<file path="config.mk">
export PLATFORM = sky130hd
export DESIGN_NAME = pwm_tone_meter
export DESIGN_NICKNAME = d
export VERILOG_FILES = /design/src/rtl/pwm_tone_meter.sv
export SDC_FILE = /design/constraint.sdc
export NUM_CORES = 1
export LEC_CHECK = 0
export CAP_MARGIN = 15
export CORE_MARGIN = 8
export CORE_UTILIZATION = 40
export DETAILED_ROUTE_END_ITERATION = 8
export GPL_TIMING_DRIVEN = 0
export PLACE_DENSITY = 0.6
export SYNTH_ARGS = -nofsm -noshare
export SYNTH_HDL_FRONTEND = slang
export SYNTH_SLANG_ARGS = --single-unit
</file>
<file path="constraint.sdc">
create_clock -name new_clk_in -period 2.3 [get_ports new_clk_in]
set_clock_uncertainty 0.2 [all_clocks]
set_input_delay 0.46 -clock new_clk_in [delete_from_list [all_inputs] [get_ports new_clk_in]]
set_output_delay 0.46 -clock new_clk_in [all_outputs]
set_load 0.005 [all_outputs]
</file>
<file path="src/rtl/pwm_tone_meter.sv">
// pwm_tone_meter: measures the half-period of a square-wave tone on pwm_in in
// new_clk_in cycles. A tone that toggles every C+1 clocks reads back as C, the
// same convention the tone generator uses for counter_value_button.
//
// Build option: define PWM_TONE_METER_STABLE_EN to require STABLE_N
// consecutive matching measurements (within TOL) before tone_valid rises.
// Without it, the first measurement after arming locks immediately and
// measured_count simply tracks every measurement.
module pwm_tone_meter #(
  parameter int unsigned WIDTH    = 20,
  parameter int unsigned TIMEOUT  = 20'hFFFFF,
  parameter int unsigned TOL      = 1,
  parameter int unsigned STABLE_N = 3
) (
  input  logic             new_clk_in,
  input  logic             rst,
  input  logic             pwm_in,
  output logic [WIDTH-1:0] measured_count,
  output logic             sample_strobe,
  output logic             tone_valid,
  output logic             silent
);

  localparam logic [1:0] IDLE   = 2'd0;
  localparam logic [1:0] ARMED  = 2'd1;
  localparam logic [1:0] LOCKED = 2'd2;

  // Match counter only has to hold 0..STABLE_N.
  localparam int unsigned MW = (STABLE_N < 2) ? 1 : $clog2(STABLE_N + 1);

  localparam logic [WIDTH-1:0] TIMEOUT_C = WIDTH'(TIMEOUT);
  localparam logic [WIDTH:0]   TOL_C     = (WIDTH + 1)'(TOL);
  localparam logic [MW-1:0]    STABLE_C  = MW'(STABLE_N);
  localparam logic [MW-1:0]    MATCH_ONE = MW'(1);

  logic             s1, s2, s3;
  logic             pwm_edge;
  logic [WIDTH-1:0] hc;
  logic             timeout;

  logic [1:0]       state, state_nxt;
  logic [MW-1:0]    match_cnt, match_nxt, match_inc;
  logic [WIDTH-1:0] meas_nxt;
  logic             strobe_nxt;

  logic [WIDTH:0]   hc_x, meas_x, m_diff;
  logic             m_match;

  // Two-flop synchronizer for the asynchronous tone, plus a history flop.
  // NOTE: sequential state uses non-blocking assignments so every flop samples
  // the values that existed before the clock edge, independent of block order.
  always_ff @(posedge new_clk_in or posedge rst) begin
    if (rst) begin
      s1 <= 1'b0;
      s2 <= 1'b0;
      s3 <= 1'b0;
    end else begin
      s1 <= pwm_in;
      s2 <= s1;
      s3 <= s2;
    end
  end

  // Both polarities of transition count as an edge.
  assign pwm_edge = s2 ^ s3;

  // Silence is declared once the half-period counter saturates.
  assign timeout = (hc == TIMEOUT_C);

  // Half-period counter: restarts on every edge, holds at TIMEOUT.
  always_ff @(posedge new_clk_in or posedge rst) begin
    if (rst) begin
      hc <= '0;
    end else if (pwm_edge) begin
      hc <= '0;
    end else if (!timeout) begin
      hc <= hc + WIDTH'(1);
    end
  end

  // Distance between this measurement and the previous one, one bit wider so
  // the subtraction can never wrap.
  always_comb begin
    hc_x   = {1'b0, hc};
    meas_x = {1'b0, measured_count};
    if (hc_x >= meas_x) begin
      m_diff = hc_x - meas_x;
    end else begin
      m_diff = meas_x - hc_x;
    end
    m_match = (m_diff <= TOL_C);
  end

  // Match count after a measurement: restart on the first sample or on a
  // mismatch, otherwise count up and hold at STABLE_N.
  always_comb begin
    if ((match_cnt == '0) || !m_match) begin
      match_inc = MATCH_ONE;
    end else if (match_cnt >= STABLE_C) begin
      match_inc = STABLE_C;
    end else begin
      match_inc = match_cnt + MATCH_ONE;
    end
  end

  // Next-state and next-output decision for IDLE / ARMED / LOCKED.
  // NOTE: every signal assigned here gets a default first, so no path through
  // the case statement can leave a value held and infer a latch.
  always_comb begin
    state_nxt  = state;
    match_nxt  = match_cnt;
    meas_nxt   = measured_count;
    strobe_nxt = 1'b0;

    if (timeout) begin
      // Silence wins; a coincident edge is then treated as a first edge.
      state_nxt = pwm_edge ? ARMED : IDLE;
      match_nxt = '0;
      meas_nxt  = '0;
    end else if (pwm_edge) begin
      case (state)
        IDLE: begin
          // First edge only starts a measurement window.
          state_nxt = ARMED;
          match_nxt = '0;
        end
        ARMED: begin
          meas_nxt   = hc;
          strobe_nxt = 1'b1;
          match_nxt  = match_inc;
`ifdef PWM_TONE_METER_STABLE_EN
          if (match_inc >= STABLE_C) begin
            state_nxt = LOCKED;
          end
`else
          state_nxt = LOCKED;
`endif
        end
        LOCKED: begin
          meas_nxt   = hc;
          strobe_nxt = 1'b1;
          match_nxt  = match_inc;
`ifdef PWM_TONE_METER_STABLE_EN
          if (!m_match) begin
            state_nxt = ARMED;
          end
`endif
        end
        default: begin
          state_nxt = IDLE;
          match_nxt = '0;
        end
      endcase
    end
  end

  // State and registered outputs; status flags follow the next state so they
  // change together with the strobe that caused the transition.
  always_ff @(posedge new_clk_in or posedge rst) begin
    if (rst) begin
      state          <= IDLE;
      match_cnt      <= '0;
      measured_count <= '0;
      sample_strobe  <= 1'b0;
      tone_valid     <= 1'b0;
      silent         <= 1'b1;
    end else begin
      state          <= state_nxt;
      match_cnt      <= match_nxt;
      measured_count <= meas_nxt;
      sample_strobe  <= strobe_nxt;
      tone_valid     <= (state_nxt == LOCKED);
      silent         <= (state_nxt == IDLE);
    end
  end

endmodule
</file>
Yosys cells after proc, flatten, opt, wreduce, memory -nomap -nowiden
Index checks and enable logic that the tools add are counted.
- register bits: 48
- equal/unequal tests: 5
- bitwise gates (word level): 1
- muxes and demuxes: 12
- reductions and logical operators: 6
- add/sub/neg operators: 1
- operators by type and width (kind ; count):
    20-bit two-way mux ; 5
    20-bit by 1-bit adder with 20-bit output, second input constant ; 1
    20-bit == test, second input constant ; 1
    2-bit case mux with 3 select lines ; 1
    2-bit == test, second input constant ; 2
    2-bit logical NOT ; 2
    1-bit two-way mux ; 4
    2-bit two-way mux ; 2
    2-bit nonzero test ; 2
    2-bit by 1-bit == test with 1-bit output, second input constant ; 1
    2-bit inequality test, second input constant ; 1
    2-bit AND reduction ; 1
    2-bit OR reduction ; 1
    1-bit XOR ; 1

Longest topological paths before layout
Gate-level depths: netlist (run 1).
- depth in word-level cells: 5
- depth in mapped cells: 7
- depth with buffers taken out: 6

Worst setup path after synthesis (run 1)
No wires, ideal clock.
- kind: register -> register
- from: register hc[0]
- to: register hc[18]
- stages on the path, launching flop included: 6
- setup slack: 0.406 ns
- required time: 1.980 ns
- clock period less this slack: 1.894 ns
- arrival time: 1.575 ns
- path buffers: 0
- library setup time: 0.120 ns
- cells stage by stage: dfrtp_1 > ha_1 > and3_1 > nand4_4 > or4_1 > and3_1
- word-level cells in the longest chain between the ends: 3
- elaborated cells on any way between the ends: 5
- classes of those cells: add/sub (1); eq/ne (2); mux (2)
- RTL lines (element ; line ; source):
    start, declared ; 38 ; logic [WIDTH-1:0] hc;
    start signal, assigned ; 77 ; hc <= hc + WIDTH'(1);
    20-bit by 1-bit adder with 20-bit output ; 77 ;
    20-bit two-way mux ; 76 ; end else if (!timeout) begin
    20-bit two-way mux ; 74 ; end else if (pwm_edge) begin
Several ways; a longest one is shown, not always the timed one. The select of a mux whose other input is x is not followed.
A chain may end at the register's enable or synchronous reset.

Worst setup path in the final report (run 1)
- from: register hc[0]
- to: register sample_strobe
- word-level cells in the longest chain between the ends: 2
- RTL lines (element ; line ; source):
    20-bit == test ; 68 ; assign timeout = (hc == TIMEOUT_C);
    1-bit two-way mux ; 115 ; if (timeout) begin
    via strobe_nxt ; 44 ; logic strobe_nxt;
    end signal, assigned ; 171 ; sample_strobe <= strobe_nxt;
    end, declared ; 19 ; output logic sample_strobe,
The timed path passes the listed nets, and every way through them passes these cells.

==> results of run 1 <==
-- cell usage after synthesis, drive strengths merged, types with 2 or more instances --
cell / count / area, sq um
buf: 6 / 57.6
o21ai: 8 / 40.0
and3: 3 / 18.8
ha: 2 / 25.0
mux2i: 2 / 20.0
nor3: 5 / 25.0
a21oi: 36 / 184
dfrtp: 47 / 1180
a31oi: 2 / 12.5
nand2: 35 / 139
or3: 2 / 12.5
nor2: 6 / 22.5
clkbuf: 9 / 45.0
o21bai: 2 / 15.0
and4: 5 / 46.3
nor4: 2 / 27.5
a2111o: 3 / 33.8
a311oi: 2 / 17.5
nand3: 30 / 155
o31ai: 6 / 45.0
inv: 6 / 22.5
or4: 7 / 56.3
nand4: 6 / 67.6
-- cells in the final DEF (no fill, tap or decap), types with 2 or more instances in the layout --
master,count
a2111o_1,3
a21oi_1,35
a311oi_1,2
a31oi_1,2
and3_1,3
and4_1,3
and4_2,2
buf_6,4
clkbuf_1,3
clkbuf_2,3
clkbuf_8,7
clkdlybuf4s50_1,25
dfrtp_1,47
ha_1,2
inv_1,5
mux2i_1,2
nand2_1,34
nand3_1,29
nand4_1,4
nand4_4,2
nor2_1,5
nor3_1,5
o21ai_0,5
o21ai_1,3
o21bai_1,2
o31ai_1,6
or3_1,2
or4_1,6
-- worst max-delay path: stages, from the launching register on --
cell and delay (ps):
dfrtp_1 450, ha_1 250, nand3_1 280, nor2_2 280
and3_1 200, buf_4 150, buf_6 140, nor2_1 60
-- flip-flops by register name, summed over array words and instances, names as in the netlist --
name,flops
hc,20
measured_count,20
s1,1
s2,1
s3,1
sample_strobe,1
silent,1
state,2
tone_valid,1
-- final timing paths --
path	depth (start not counted)	start	end	slack, ps
worst max-delay path	7	hc[0]	sample_strobe	190
worst min-delay path	0	s1	s2	160
worst max register to register	7	hc[0]	sample_strobe	190
worst min register to register	0	s1	s2	160
max in group asynchronous	3	rst	hc[14]	1110
min in group asynchronous	2	rst	measured_count[7]	280
-- area by class of cell --
type	instances	area, sq um	share of cell area
Multi-Input combinational cell	176	1080	0.374
Sequential cell	48	1200	0.415
Clock buffer	6	82.6	0.0285
Clock inverter	2	38.8	0.0134
Tap cell	75	93.8	0.0324
Timing Repair Buffer	26	270	0.0933
Inverter	6	22.5	0.00778
Buffer	14	101	0.0350
-- routing by layer --
metal  global-route usage  vias up
met4               0.0476        0
li1                     -      975
met5                    0        -
met1                0.186      954
met3               0.0264        9
met2                0.217       25
-- per-stage QoR --
stage / power [mW] / area [sq um]
6_report: 2.09 / 2900
5_1_grt: 2.22 / 2900
4_1_cts: 2.11 / 2890
3_5_place_dp: 1.46 / 2770
3_3_place_gp: 1.45 / 2750
2_1_floorplan: 1.26 / 2410
-- where the power goes --
group,switching (mW),leakage [nW],internal (mW)
logic,0.299,0.467,0.181
clock network,0.291,0.0614,0.356
registers,0.0417,0.649,0.919
total,0.631,1.18,1.46
-- cell families after synthesis --
family / Yosys count / synth area share
buffers and inverters: 21 / 0.0519
DFF: 48 / 0.499
adders and majority gates: 2 / 0.0104
muxes: 2 / 0.00831
AOI/OAI and AO/OA: 67 / 0.180
and+or+nand+nor: 103 / 0.243
xor gates and xnor gates: 2 / 0.00727
-- what timing repair did --
action,CTS,global route
resized for setup,0,6
endpoints found under the hold margin,0,0
setup endpoints to repair,0,20
==> out/results.ini, run 1 <==
[run_status]
status=complete, no violations

[die]
die_w_microns=93.6
die_h_microns=93.6
rows=28
core-area_sq_mm=0.00589
io_pins=26
start_util=0.409
die_area_sq_mm=0.00876

[timing]
slew-limit-headroom=0.548
maxSlewViolCount=0
layout_setup_ws_ps=189
hold_violations=0
fin_crit_sh=0.918
clock.fmax_mhz=474
setup_violations=0
tns_ps=0
worstMarginPinSlew_ps=673
fin_crit_ps=2110
rsz0062_at_grt=no
fin_hold_ws_ps=156

[place]
port_buffers=25
placed_cells=346
hpwl_mm=4.11
routabilityCongestion=0.838
post-place-ws_ps=71.8

[global_route]
grt_pass1_vias=1862
grt_overflow=0
grt_max_degree=28
grt_antenna_before_repair=0
grt_pass1_wl_mm=9.72
grt_usage=0.138

[drt]
met2_length_mm=2.60
wl_met3_microns=224
drc=0
postRouteAntennaNets=0
routed_wl_mm=5.58
vias=1963
drt-initial-drc-count=109
avgRoutedWirePerCell_microns=15.8
wl_met1_mm=2.67
firstDrtPassIters=5
routed.top_layer=met4
via_per_inst=5.56

[clock_network]
cts.htree.levels=2
clock_latency_ps=300
holdBufCountCts=0
cts_tree=yes
clk_pin_slew_worst_paths_ps=90
cts_root_buf=clkbuf_8
clkSinkCount=48
cts_setup_buffers=0
cts.path.max_buffers=2
cts_buffers=5

[setup_path]
worst_setup_path_start_kind=register
crit_fanout=10
required_ps=2300
cp-end-kind=register
worstSetupPathType=register to register
cp_data_arrival_time_ps=2110

[finish]
final_nets=282
layout-drive-gt1-share=0.119
area_growth_pct=20.2
fillers=567
diodes=0
fin_util=0.492
fin_cells=353

[synth]
synth.avg_cell_area_sq_um=9.83
synth_area_sq_mm=0.00241
yosysWarnings=0
synth.distinct_cells=48
seq_area_frac_synth=0.499
syn_nets=250
netlist_instances=245
synth-main-ff-cell=dfrtp_1
synth-seq-cells=48
async_flop_share=1.00
synth_enable_flop_cells=0

[run]
max-cap-violations=0

[power]
cellLeakagePower_nw=1.18
power_density_mw_per_mm2=721
irDropWorstVdd_uv=428

[worst_hold_path]
hp-class=register to register

Power figures use the tool's default switching activity.
==> run 2: changes to the inputs <==
--- a/config.mk
+++ b/config.mk
@@ -5,6 +5,7 @@
 export SDC_FILE = /design/constraint.sdc
 export NUM_CORES = 1
 export LEC_CHECK = 0
+export ABC_AREA = 0
 export CAP_MARGIN = 15
 export CORE_MARGIN = 8
 export CORE_UTILIZATION = 40
==> results of run 2 <==
Final layout, timing and power as in run 1 (identical DEF).
